`config.mk`:
```
export PLATFORM = sky130hd
export DESIGN_NAME = inst_fetch
export DESIGN_NICKNAME = d
export VERILOG_FILES = /design/src/rtl/inst_fetch.sv
export SDC_FILE = /design/constraint.sdc
export NUM_CORES = 1
export LEC_CHECK = 0
export CAP_MARGIN = 5
export CORE_AREA = 2 2 65 67
export CTS_CLUSTER_DIAMETER = 30
export DETAILED_ROUTE_END_ITERATION = 7
export DIE_AREA = 0 0 67 69
export PLACE_DENSITY = 0.57
export SETUP_SLACK_MARGIN = 0.1
export SYNTH_ARGS = -nofsm -noshare
export SYNTH_HDL_FRONTEND = slang
export SYNTH_SLANG_ARGS = --single-unit
export TNS_END_PERCENT = 20
```
`constraint.sdc`:
```
create_clock -name CLK1 -period 2.55 [get_ports CLK1]
set_clock_uncertainty 0.05 [all_clocks]
set_input_delay 0.51 -clock CLK1 [delete_from_list [all_inputs] [get_ports CLK1]]
set_output_delay 0.51 -clock CLK1 [all_outputs]
set_load 0.01 [all_outputs]
```
`src/rtl/inst_fetch.sv`:
```
// Nibble fetch stage: one request at a time to program memory, PC-addressed, jump-aware.
// One cycle from MEM_ACK to D_VALID; D holds until D_READY, and MEM_RD stays up until MEM_ACK.
module inst_fetch (
  input  logic       CLK1,
  input  logic       RST_C,
  input  logic       RUN,
  input  logic       JMP,
  input  logic [7:0] JMP_ADDR,
  output logic [7:0] MEM_ADDR,
  output logic       MEM_RD,
  input  logic       MEM_ACK,
  input  logic [3:0] MEM_DATA,
  output logic [3:0] D,
  output logic       D_VALID,
  input  logic       D_READY
);

  typedef enum logic [1:0] {
    IDLE  = 2'd0,
    FETCH = 2'd1,
    HOLD  = 2'd2,
    FLUSH = 2'd3
  } state_t;

  state_t     state, stateNxt;
  logic [7:0] pc, pcNxt;
  logic [7:0] jt, jtNxt;
  logic [3:0] dataReg, dataNxt;
  logic       dVld, dVldNxt;
  logic       memRd;

  always_ff @(posedge CLK1 or negedge RST_C) begin
    if (!RST_C) begin
      state   <= IDLE;
      pc      <= 8'h00;
      jt      <= 8'h00;
      dataReg <= 4'h0;
      dVld    <= 1'b0;
    end else begin
      state   <= stateNxt;
      pc      <= pcNxt;
      jt      <= jtNxt;
      dataReg <= dataNxt;
      dVld    <= dVldNxt;
    end
  end

  always_comb begin
    stateNxt = state;
    pcNxt    = pc;
    jtNxt    = jt;
    dataNxt  = dataReg;
    dVldNxt  = dVld;
    memRd    = 1'b0;
    case (state)
      IDLE: begin
        if (JMP) pcNxt = JMP_ADDR;
        if (RUN) stateNxt = FETCH;
      end
      FETCH: begin
        memRd = 1'b1;
        if (JMP) begin
          jtNxt = JMP_ADDR;
          if (MEM_ACK) begin
            pcNxt    = JMP_ADDR;
            stateNxt = IDLE;
          end else begin
            stateNxt = FLUSH;
          end
        end else if (MEM_ACK) begin
          dataNxt  = MEM_DATA;
          pcNxt    = pc + 8'd1;
          dVldNxt  = 1'b1;
          stateNxt = HOLD;
        end
      end
      HOLD: begin
        // A jump drops the held nibble whether or not decode took it.
        if (JMP || D_READY) begin
          dVldNxt  = 1'b0;
          stateNxt = RUN ? FETCH : IDLE;
          if (JMP) pcNxt = JMP_ADDR;
        end
      end
      FLUSH: begin
        memRd = 1'b1;
        if (JMP) jtNxt = JMP_ADDR;
        if (MEM_ACK) begin
          pcNxt    = JMP ? JMP_ADDR : jt;
          stateNxt = IDLE;
        end
      end
      default: stateNxt = IDLE;
    endcase
  end

  assign MEM_ADDR = pc;
  assign MEM_RD   = memRd;
  assign D        = dataReg;
  assign D_VALID  = dVld;

endmodule
```
Yosys cells after proc, flatten, opt, wreduce, memory -nomap -nowiden:

Index checks and enable logic that the tools add are counted.

* logic and storage cells: 45
* output and inout bits: 14
* register bits after elaboration: 23
* input bits: 18

* multiplexer cells: 21
* equal/unequal tests: 9
* reduce and logical (&&, ||, !) cells: 8
* bitwise operators: 1
* $add $sub $neg: 1

Operator list (number)
* $mux W8: 7
* $pmux W8 S4: 1
* $mux W2: 6
* $ne A2 B2 Y1 const B: 5
* $add A8 B1 Y8 const B: 1
* $pmux W2 S4: 1
* $reduce_and A4 Y1: 2
* $reduce_and A3 Y1: 2
* $mux W1: 5
* $eq A2 B2 Y1 const B: 2
* $ne A3 B3 Y1 const B: 1
* $eq A2 B1 Y1 const B: 1
* $logic_not A2 Y1: 1
* $pmux W1 S2: 1
* $reduce_bool A2 Y1: 1
* $reduce_or A2 Y1: 1
* $logic_or A1 B1 Y1: 1
* $not A1 Y1: 1

Longest topological paths before layout:

* depth after elaboration: 4
* depth in mapped cells: 6
* mapped depth without buffers: 5

Worst setup path before layout:

OpenSTA, ideal clock, no wires.

* path kind: input to register
* start: input port JMP
* end: register pc[6] (netlist: MEM_ADDR[6])
* stages: 5
* data arrival time: 1.468 ns
* buffers on the path: 1
* data required time: 2.379 ns
* library setup time: 0.121 ns
* path slack: 0.911 ns
* cells stage by stage: buf_6 > and2b_2 > nor2b_1 > a311o_2 > a22o_1

* longest elaborated chain between the ends: 3
* elaborated cells between the ends (all ways): 9
* classes of those cells: 1 x eq/ne; 6 x mux; 2 x reduce/logical

Ends and longest elaborated chain
* from (decl): RTL line 7 `input logic JMP,`
* $mux W8 / $logic_or A1 B1 Y1 (equally long branches)
* $mux W8 (tied with other cells): RTL line 88 `if (MEM_ACK) begin`
* $pmux W8 S4 / $reduce_and A3 Y1 (equally long branches)
* to (signal assigned): RTL line 41 `pc <= pcNxt;`
* to (decl): RTL line 26 `logic [7:0] pc, pcNxt;`

Parallel ways exist; a longest one is shown, timed or not. The select of a mux whose other input is x is not followed.
A chain may end at the register's enable or synchronous reset.

Worst setup path in the final report:

* start: register state[0]
* end: output port MEM_RD

* longest elaborated chain between the ends: 3
* elaborated cells between the ends (all ways): 4
* classes of those cells: 2 x eq/ne; 1 x mux; 1 x reduce/logical

Ends and longest elaborated chain
* from (decl): RTL line 25 `state_t state, stateNxt;`
* from (signal assigned): RTL line 40 `state <= stateNxt;`
* $eq A2 B2 Y1 / $eq A2 B1 Y1 (equally long branches): RTL line 55 `case (state)`
* $reduce_or A2 Y1 (no line) (*)
* $mux W1 (*): RTL line 55
* to (decl): RTL line 10 `output logic MEM_RD,`

Mark *: on every way between the ends. The rest lies on a longest branch, timed or not.

==> summary.md <==
| Metric | Value |
|---|---|
| Main combinational cell family by area after synthesis | compound AO/OA/AOI/OAI gates |
| Distinct cells, synth | 35 |
| Leakage | 0.000680 uW |
| Via count | 1149 |
| Multiplexer share of the synthesized area | 9.44% |
| TritonCTS buffer count | 3 |
| Final hold violations | 0 |
| Wirelength, routed | 3.25 mm |
| Reg power frac | 45.0% |
| Clock root cell | clkbuf_8 |
| Simple-gate portion of the synthesized area | 19.2% |
| GP Congestion | 0.856 |
| Mapped Area | 1300 um^2 |
| Final Cycle Share | 81.1% |
| Avg Cell Area, Syn | 9.34 um^2 |
| Routed len/inst | 14.7 um |
| Die Wd | 67 um |
| H-tree depth | 1 |
| Post-Synth Adder-Cell Area | 0.963% |
| First-pass GRT wire length | 5.73 mm |
| Vias per inst | 5.20 |
| Cts hold-fix bufs | 0 |
| Final setup violation count | 0 |
| TritonCTS clock tree | built |
| Most common cell after layout, fill and taps aside | clkdlybuf4s50_1 |
| Initial antenna violation count | 0 |
| Final net count | 191 |
| Clock power frac | 16.3% |
| Delay-heaviest family, CP | flip-flops |
| Rel. slew slack | 62.0% |
| Power per Cell Area | 794 nW/um^2 |
| Worst setup SP type | register |
| Most frequent cells in the layout | 31 x clkdlybuf4s50_1, 23 x dfrtp_1, 16 x o21ai_0, 11 x nand2_1, 11 x nor2_1 |
| Reg area | 576 um^2 |
| Core area | 3910 um^2 |
| # resized after CTS | 0 |
| Critical Path AT | 1510 ps |
| Req. time, crit path | 1990 ps |
| Post-CTS setup buffers | 0 |
| Worst-margin pin slew | 570 ps |
| Crit path kind | reg -> out |
| Logic gate share of total power | 38.7% |
| All-layer global routing usage | 15.9% |
| DPL Wire Length | 2.41 mm |
| Flop-to-flop setup slack | 790 ps |
| Switching Power | 460 uW |
| Synth Net Count | 158 |
| RSZ-0062 raised after global routing | no |
| Pin count of the biggest net entering global routing | 24 |
| Clock slew at reported path FFs | 80 ps |
| Initial DRT Pass Iterations | 4 |
| Max Root-Sink Buffers | 2 |
| Final slew viol count | 0 |
| Setup TNS Final | 0 ps |
| CTS Sinks | 23 |
| Total congestion overflow | 0 |
| Die height | 69 um |
| Slowest stage delay, CP | 620 ps |
| Synthesis-to-layout area growth | 31.5% |
| Crit path cell chain | clkdlybuf4s50_1 |
| DRC Markers | 0 |
| Worst hold path class | reg -> reg |
| Fillers | 396 |
| FP Rows | 23 |
| Via count of the first global-routing pass | 1201 |
| Fraction of synthesized cell area in xor and xnor cells | 1.35% |
| Fraction of layout cells with a size suffix above 1 | 12.3% |
| Final hold slack | 460 ps |
| Setup ws final | 483 ps |
| Total I/O pin count | 32 |
| Routed Antenna Nets | 0 |
| CP endpoint kind | primary output |
| Worst VDD drop | 0.399 mV |
| Internal power | 896 uW |
| Initial DRC Count | 78 |
| Max stage delay cell, worst path | dfrtp_1 |
| I/O Buffers | 31 |
| Complex-gate fraction of the synthesized area | 20.3% |
| Sequential share of the synthesized area | 44.3% |
| Outcome | finished clean |
| Starting density of the core | 33.2% |
| Buf/Inv on CP | 1 |
| Number of synthesized register bits | 23 |
| Area of the multi-input gates | 666 um^2 |
| Synth Instances | 139 |
| Tot Pwr | 1360 uW |
| Full die area | 4620 um^2 |
| Diode count | 0 |
| Fmax | 484 MHz |
| Place WS | 273 ps |
| Max cap viols | 0 |
| Number of synthesis warnings | 0 |
| Worst-path fanout max | 16 |
| Worst-Skew Late Latency | 260 ps |
| Fin crit period | 2070 ps |
| Sw Ratio | 33.9% |
## layer usage
metal	routed length, um	vias to the layer above	track usage (%)	share of wire [%]
met5	0	-	0	0
met4	35	0	4.54	1.1
met3	217	6	3.26	6.7
met2	1530	42	23.9	47
met1	1460	530	22.9	45
li1	-	571	-	-
## synth_stat cells, drive strengths merged
master	instances	area [um^2]
or3b	1	11.3
o32ai	1	8.76
nand4	2	12.5
o21a	1	7.51
o211a	2	20.0
a32oi	2	17.5
nor4	1	12.5
clkbuf	2	7.51
a31oi	3	18.8
a211oi	1	7.51
dfrtp	23	576
a21oi	8	40.0
nand3b	1	7.51
mux2i	1	10.0
inv	5	18.8
ha	1	12.5
and2b	1	8.76
o311ai	2	17.5
nand2b	5	31.3
nor2b	3	18.8
and3	2	12.5
o211ai	1	7.51
and2	1	6.26
o22ai	3	18.8
nor2	11	41.3
nand2	11	41.3
a311o	1	11.3
xnor2	2	17.5
nand3	4	20.0
mux2	10	113
o21ai	16	80.1
a22o	1	8.76
buf	5	31.3
nor3	5	25.0
## final cells by class
type                       instances  area share (%)
sequential                        23            33.7
clock buffer                       4            2.64
timing repair buffer              35            19.9
tap                               50            3.66
multi-input combinational        104            39.0
inverter                           5            1.10
## stage by stage
| step | cells | instance area [um^2] | utilization (%) |
|---|---|---|---|
| after global routing | 221 | 1710 | 43.6 |
| after floorplan | 139 | 1300 | - |
| final | 221 | 1710 | 43.6 |
| after CTS | 221 | 1710 | 43.6 |
| after global placement | 217 | 1660 | 42.5 |
| after detailed placement | 217 | 1660 | 42.5 |
## kinds of logic after synthesis
| logic type | after synthesis |
|---|---|
| XOR/XNOR | 2 |
| multiplexers | 11 |
| AO/OA/AOI/OAI | 42 |
| flip-flops | 23 |
| AND/OR/NAND/NOR | 48 |
| buffers and inverters | 12 |
| adder cells (fa/ha/maj) | 1 |
## path summary, 6_finish.rpt
kind                           from          end  cells after the start
min in group asynchronous     RST_C        jt[1]                      2
max                        state[0]       MEM_RD                      1
min reg2reg                    D[2]         D[2]                      1
max reg2reg                state[0]  MEM_ADDR[4]                      4
max in group asynchronous     RST_C  MEM_ADDR[3]                      2
min                            D[2]         D[2]                      1
## registers in the layout (all words and copies together) (netlist names)
register	count
D_VALID	1
MEM_ADDR	8
jt	8
D	4
state	2
## power groups by stage
stage	Combinational [uW]	Sequential, uW	Clock [uW]
final	525	610	221
after global placement	521	612	0
after global routing	580	634	254
after floorplan	268	605	0
after CTS	529	612	235
after detailed placement	525	617	0
No activity file was read; power rests on OpenSTA's default activity.
==> patch 1, RTL diff (same settings) <==
Take the reset off `dataReg` and load it in a clocked block of its own.
--- a/src/rtl/inst_fetch.sv
+++ b/src/rtl/inst_fetch.sv
@@ -35,5 +35,4 @@
       pc      <= 8'h00;
       jt      <= 8'h00;
-      dataReg <= 4'h0;
       dVld    <= 1'b0;
     end else begin
@@ -41,7 +40,10 @@
       pc      <= pcNxt;
       jt      <= jtNxt;
-      dataReg <= dataNxt;
       dVld    <= dVldNxt;
     end
+  end
+
+  always_ff @(posedge CLK1) begin
+    dataReg <= dataNxt;
   end
 
Formal check against the unedited RTL: differs if RST_C is asserted again (counterexample within 4 cycles, from zero or initial values and one cycle with RST_C low); with RST_C held inactive, the same outputs for 10 cycles.
==> patch 1 against the original RTL <==
Sequential share of layout area grew 1.8 points; critical endpoint is now MEM_ADDR[4]; setup slack better by 150 ps; power fell by 5.6%; critical path depth did not move; first-iteration DRC count down 54%; hold slack got worse by 8.7 ps; design area down 1.7%; synthesized area shrank 0.87%; sequential cell count unchanged; clock power increased by 5%; routed wire length down 7.0%; global-route usage shrank 1.6 points.
==> patch 1: results <==
metrics = {
    "worst_setup_path": {
        "cp_top_family": "buffers and inverters",
        "cp.arrival_ps": 1360,
        "slowest_delay_ps": 590,
        "rr_worst_depth": 3,
        "startpoint": "MEM_ADDR[4]$_DFFE_PN0P_",
        "cp_slowest_cell": "clkdlybuf4s50_1",
        "critPathMaxFanout": 7,
        "critPathCapture": "MEM_ADDR[4]",
        "r2r-end": "D[2]$_DFFE_PP_",
    },
    "power": {
        "leakagePower_nw": 0.672,
        "ir_drop_uv": 314,
    },
    "clock_tree": {
        "cts_resized": 0,
        "clockRootBuffer": "clkbuf_8",
    },
    "placement": {
        "dpl_cell_area_um2": 1630,
        "post-place-ws_ps": 430,
        "hpwl_mm": 2.24,
        "gp_congestion": 0.838,
    },
    "status": {
        "status": "finished clean",
    },
    "synthesis": {
        "ys_types": 41,
        "synth_mux_area_share_pct": 6.03,
        "synth_xor_area_share_pct": 2.04,
        "synth_edf_count": 4,
        "async_flop_share_pct": 82.6,
        "synthAdderAreaFrac_pct": 0.972,
        "synth_compound_area_share_pct": 20.6,
        "yosysSeqAreaShare_pct": 46.3,
        "synthTopCellsByArea": "dfrtp_1 37%, edfxtp_1 9.3%, mux2_2 5.2%",
        "synthTopCellsByCount": "19 x dfrtp_1, 16 x nor2_1, 14 x nand2_1",
    },
    "detailed_routing": {
        "wl_met1_mm": 1.43,
        "wl_met2_mm": 1.33,
        "first_iter_violations": 36,
        "wl_per_cell_um": 13.8,
        "viasPerCell": 5.21,
    },
    "global_route": {
        "grt_pass1_wl_mm": 5.20,
        "grt_util_met3_pct": 2.12,
        "grt_use_met2_pct": 20.4,
        "gr-usage-all-layers_pct": 14.2,
        "grt_use_met1_pct": 21.4,
        "grt_max_degree": 20,
    },
    "final_layout": {
        "fin_cells": 219,
        "nNetsFinal": 189,
    },
    "sta": {
        "min_period_over_period_pct": 75.1,
        "tightest_slew_ps": 551,
        "holdWs_ps": 451,
    },
    "hold_path": {
        "hold_path_startpoint": "jt[5]$_DFFE_PN0N_",
        "hold_depth": 2,
    },
}
patch 1: cell types whose count changed after synthesis, moves of 4 or more:
cell,change
dfrtp_1,-4
mux2_2,-4
nor2_1,+5
edfxtp_1,+4
o21ai_1,+4
patch 1: power by group:
| group | total, mW | internal, mW | switching (mW) |
|---|---|---|---|
| Clock | 0.233 | 0.111 | 0.122 |
| Combinational | 0.469 | 0.259 | 0.210 |
| Sequential | 0.579 | 0.467 | 0.112 |
| Total | 1.28 | 0.837 | 0.443 |
patch 1: worst register-to-register path: cells and delay by family (launching register included):
family,cells,cell delay [ps]
DFF,1,470
and+or+nand+nor,2,690
buffers and inverters,1,240
patch 1: layout make-up:
class / count / area [µm²]
fill: 397 / 2230
clock buffer: 3 / 41.3
clock inverter: 1 / 7.51
timing repair buffer: 34 / 333
sequential: 23 / 596
inverter: 7 / 26.3
tap: 50 / 62.6
multi-input combinational: 101 / 613
==> patch 2, RTL diff (same settings) <==
Made on the original files. The 4 states of `state_t` get a one-hot encoding in 4 bits.
--- a/src/rtl/inst_fetch.sv
+++ b/src/rtl/inst_fetch.sv
@@ -16,9 +16,9 @@
 );
 
-  typedef enum logic [1:0] {
-    IDLE  = 2'd0,
-    FETCH = 2'd1,
-    HOLD  = 2'd2,
-    FLUSH = 2'd3
+  typedef enum logic [3:0] {
+    IDLE  = 4'b0001,
+    FETCH = 4'b0010,
+    HOLD  = 4'b0100,
+    FLUSH = 4'b1000
   } state_t;
 
Formal check against the unedited RTL: no difference found for any inputs over 10 cycles, from zero or initial values and one cycle with RST_C low; not proved beyond that.
==> patch 2 against the original RTL <==
Synthesized cell count is 7.2% higher; critical endpoint unchanged; design area increased by 10%; die area is the same; largest power group is now combinational cells; critical path depth increased by 2; largest cell class unchanged; count of clock-buffer cells in the layout shrank 1; final cell count increased by 6.8%; routed wire length rose by 9.4%; synthesized area is 10% higher; sequential cell count up 2; first-iteration DRC count is 12% higher; sequential share of layout area fell by 0.41 points; combinational power is 83% higher; power increased by 47%; setup slack got worse by 280 ps.
==> patch 2: results <==
metrics = {
    "global_route": {
        "grt_max_degree": 15,
        "grt_pass1_wl_mm": 5.95,
        "grt_pass1_vias": 1235,
        "gr-usage-all-layers_pct": 16.6,
    },
    "final_layout": {
        "layout-drive-gt1-share_pct": 16.1,
    },
    "synthesis": {
        "syn_area_um2": 1430,
        "netlist_instances": 149,
        "synthTopCellsByArea": "dfrtp_1 42%, mux2_2 7.1%, nand2_1 5.0%",
        "yosysSeqAreaShare_pct": 43.7,
        "ys_types": 45,
        "syn_nets": 168,
    },
    "clock_tree": {
        "cts_buffers": 3,
        "cts_setup_buffers": 0,
    },
    "placement": {
        "gp_congestion": 0.845,
        "hpwl_mm": 2.74,
        "dpl.cell_count": 232,
    },
    "worst_setup_path": {
        "r2r-start": "state[2]$_DFFE_PN0P_",
        "rr_worst_depth": 5,
        "critPathMaxFanout": 8,
        "cp.arrival_ps": 1780,
    },
    "detailed_routing": {
        "vias": 1291,
        "drt-total-wl_mm": 3.55,
        "viasPerCell": 5.47,
        "drtAntennaViolNets": 0,
        "first_iter_violations": 87,
    },
    "hold_path": {
        "hold_path_startpoint": "jt[0]$_DFFE_PN0N_",
        "hold_depth": 2,
    },
    "status": {
        "status": "finished clean",
    },
    "power": {
        "ir_drop_uv": 343,
        "leakagePower_nw": 0.745,
    },
}
## patch 2: changes by cell type after synthesis, sizes merged, moves of 3 or more
cell	delta
o21ai	-3
inv	-3
nand3b	+4
nand2	+10
## patch 2: worst max-delay path: stages, from the launching register on
cell and delay (ps):
dfrtp_1 500, nor2_2 230, a21boi_2 220, clkdlybuf4s50_1 560
## patch 2: layout make-up
class                   instances  area (µm²)
multi-input cells             116         769
inverters                       2        7.51
clock buffers                   3        41.3
flip-flops and latches         25         627
well taps                      50        62.6
fillers                       375        2030
repair buffers                 39         370
clock inverters                 1        5.00
## patch 2: cells by family after synthesis
| logic type | Yosys count | synth area share, % |
|---|---|---|
| XOR/XNOR | 2 | 1.22 |
| AO/OA/AOI/OAI | 41 | 19.1 |
| adder cells (fa/ha/maj) | 1 | 0.872 |
| multiplexers | 12 | 9.42 |
| flip-flops | 25 | 43.7 |
| buffers and inverters | 8 | 3.05 |
| AND/OR/NAND/NOR | 60 | 22.6 |
## patch 2: timing repair
action                                  CTS  global route
endpoints found under the setup margin    1             1
hold buffers                              0             0
gates resized for setup                   1             1
## patch 2: metal layers
layer  vias up  GRT usage (%)  part of all wire (%)
li1        619              -                     -
met1       630           23.4                    47
met5         -              0                     0
met4         0           5.90                   1.6
met2        36           25.5                    47
met3         6           2.61                   4.7
## patch 2: path summary, 6_finish.rpt
| kind | slack, ps | end |
|---|---|---|
| worst max-delay path | 210 | MEM_RD |
| worst min-delay path | 440 | jt[0]$_DFFE_PN0N_ |
| worst max register to register | 510 | MEM_ADDR[5]$_DFFE_PN0P_ |
| worst min register to register | 440 | jt[0]$_DFFE_PN0N_ |
| max in group asynchronous | 1270 | MEM_ADDR[4]$_DFFE_PN0P_ |
| min in group asynchronous | 550 | D_VALID$_DFFE_PN0P_ |
## patch 2: power groups by stage
stage / Clock [mW] / Combinational (mW) / Sequential, mW
2_1_floorplan: 0 / 0.560 / 0.780
4_1_cts: 0.242 / 0.968 / 0.785
6_report: 0.237 / 0.962 / 0.789
5_1_grt: 0.257 / 1.06 / 0.825
3_3_place_gp: 0 / 0.946 / 0.787
3_5_place_dp: 0 / 0.962 / 0.787
## patch 2: through the flow
stage          utilization, %  area (µm²)  power [mW]  setup slack [ps]  hold WS, ps
2_1_floorplan               -        1430        1.34               788          164
3_3_place_gp             46.8        1830        1.73               226          421
3_5_place_dp             46.8        1830        1.75               162          423
4_1_cts                  48.0        1880        1.99               146          445
5_1_grt                  48.1        1880        2.14               123          462
6_report                 48.1        1880        1.99               206          440
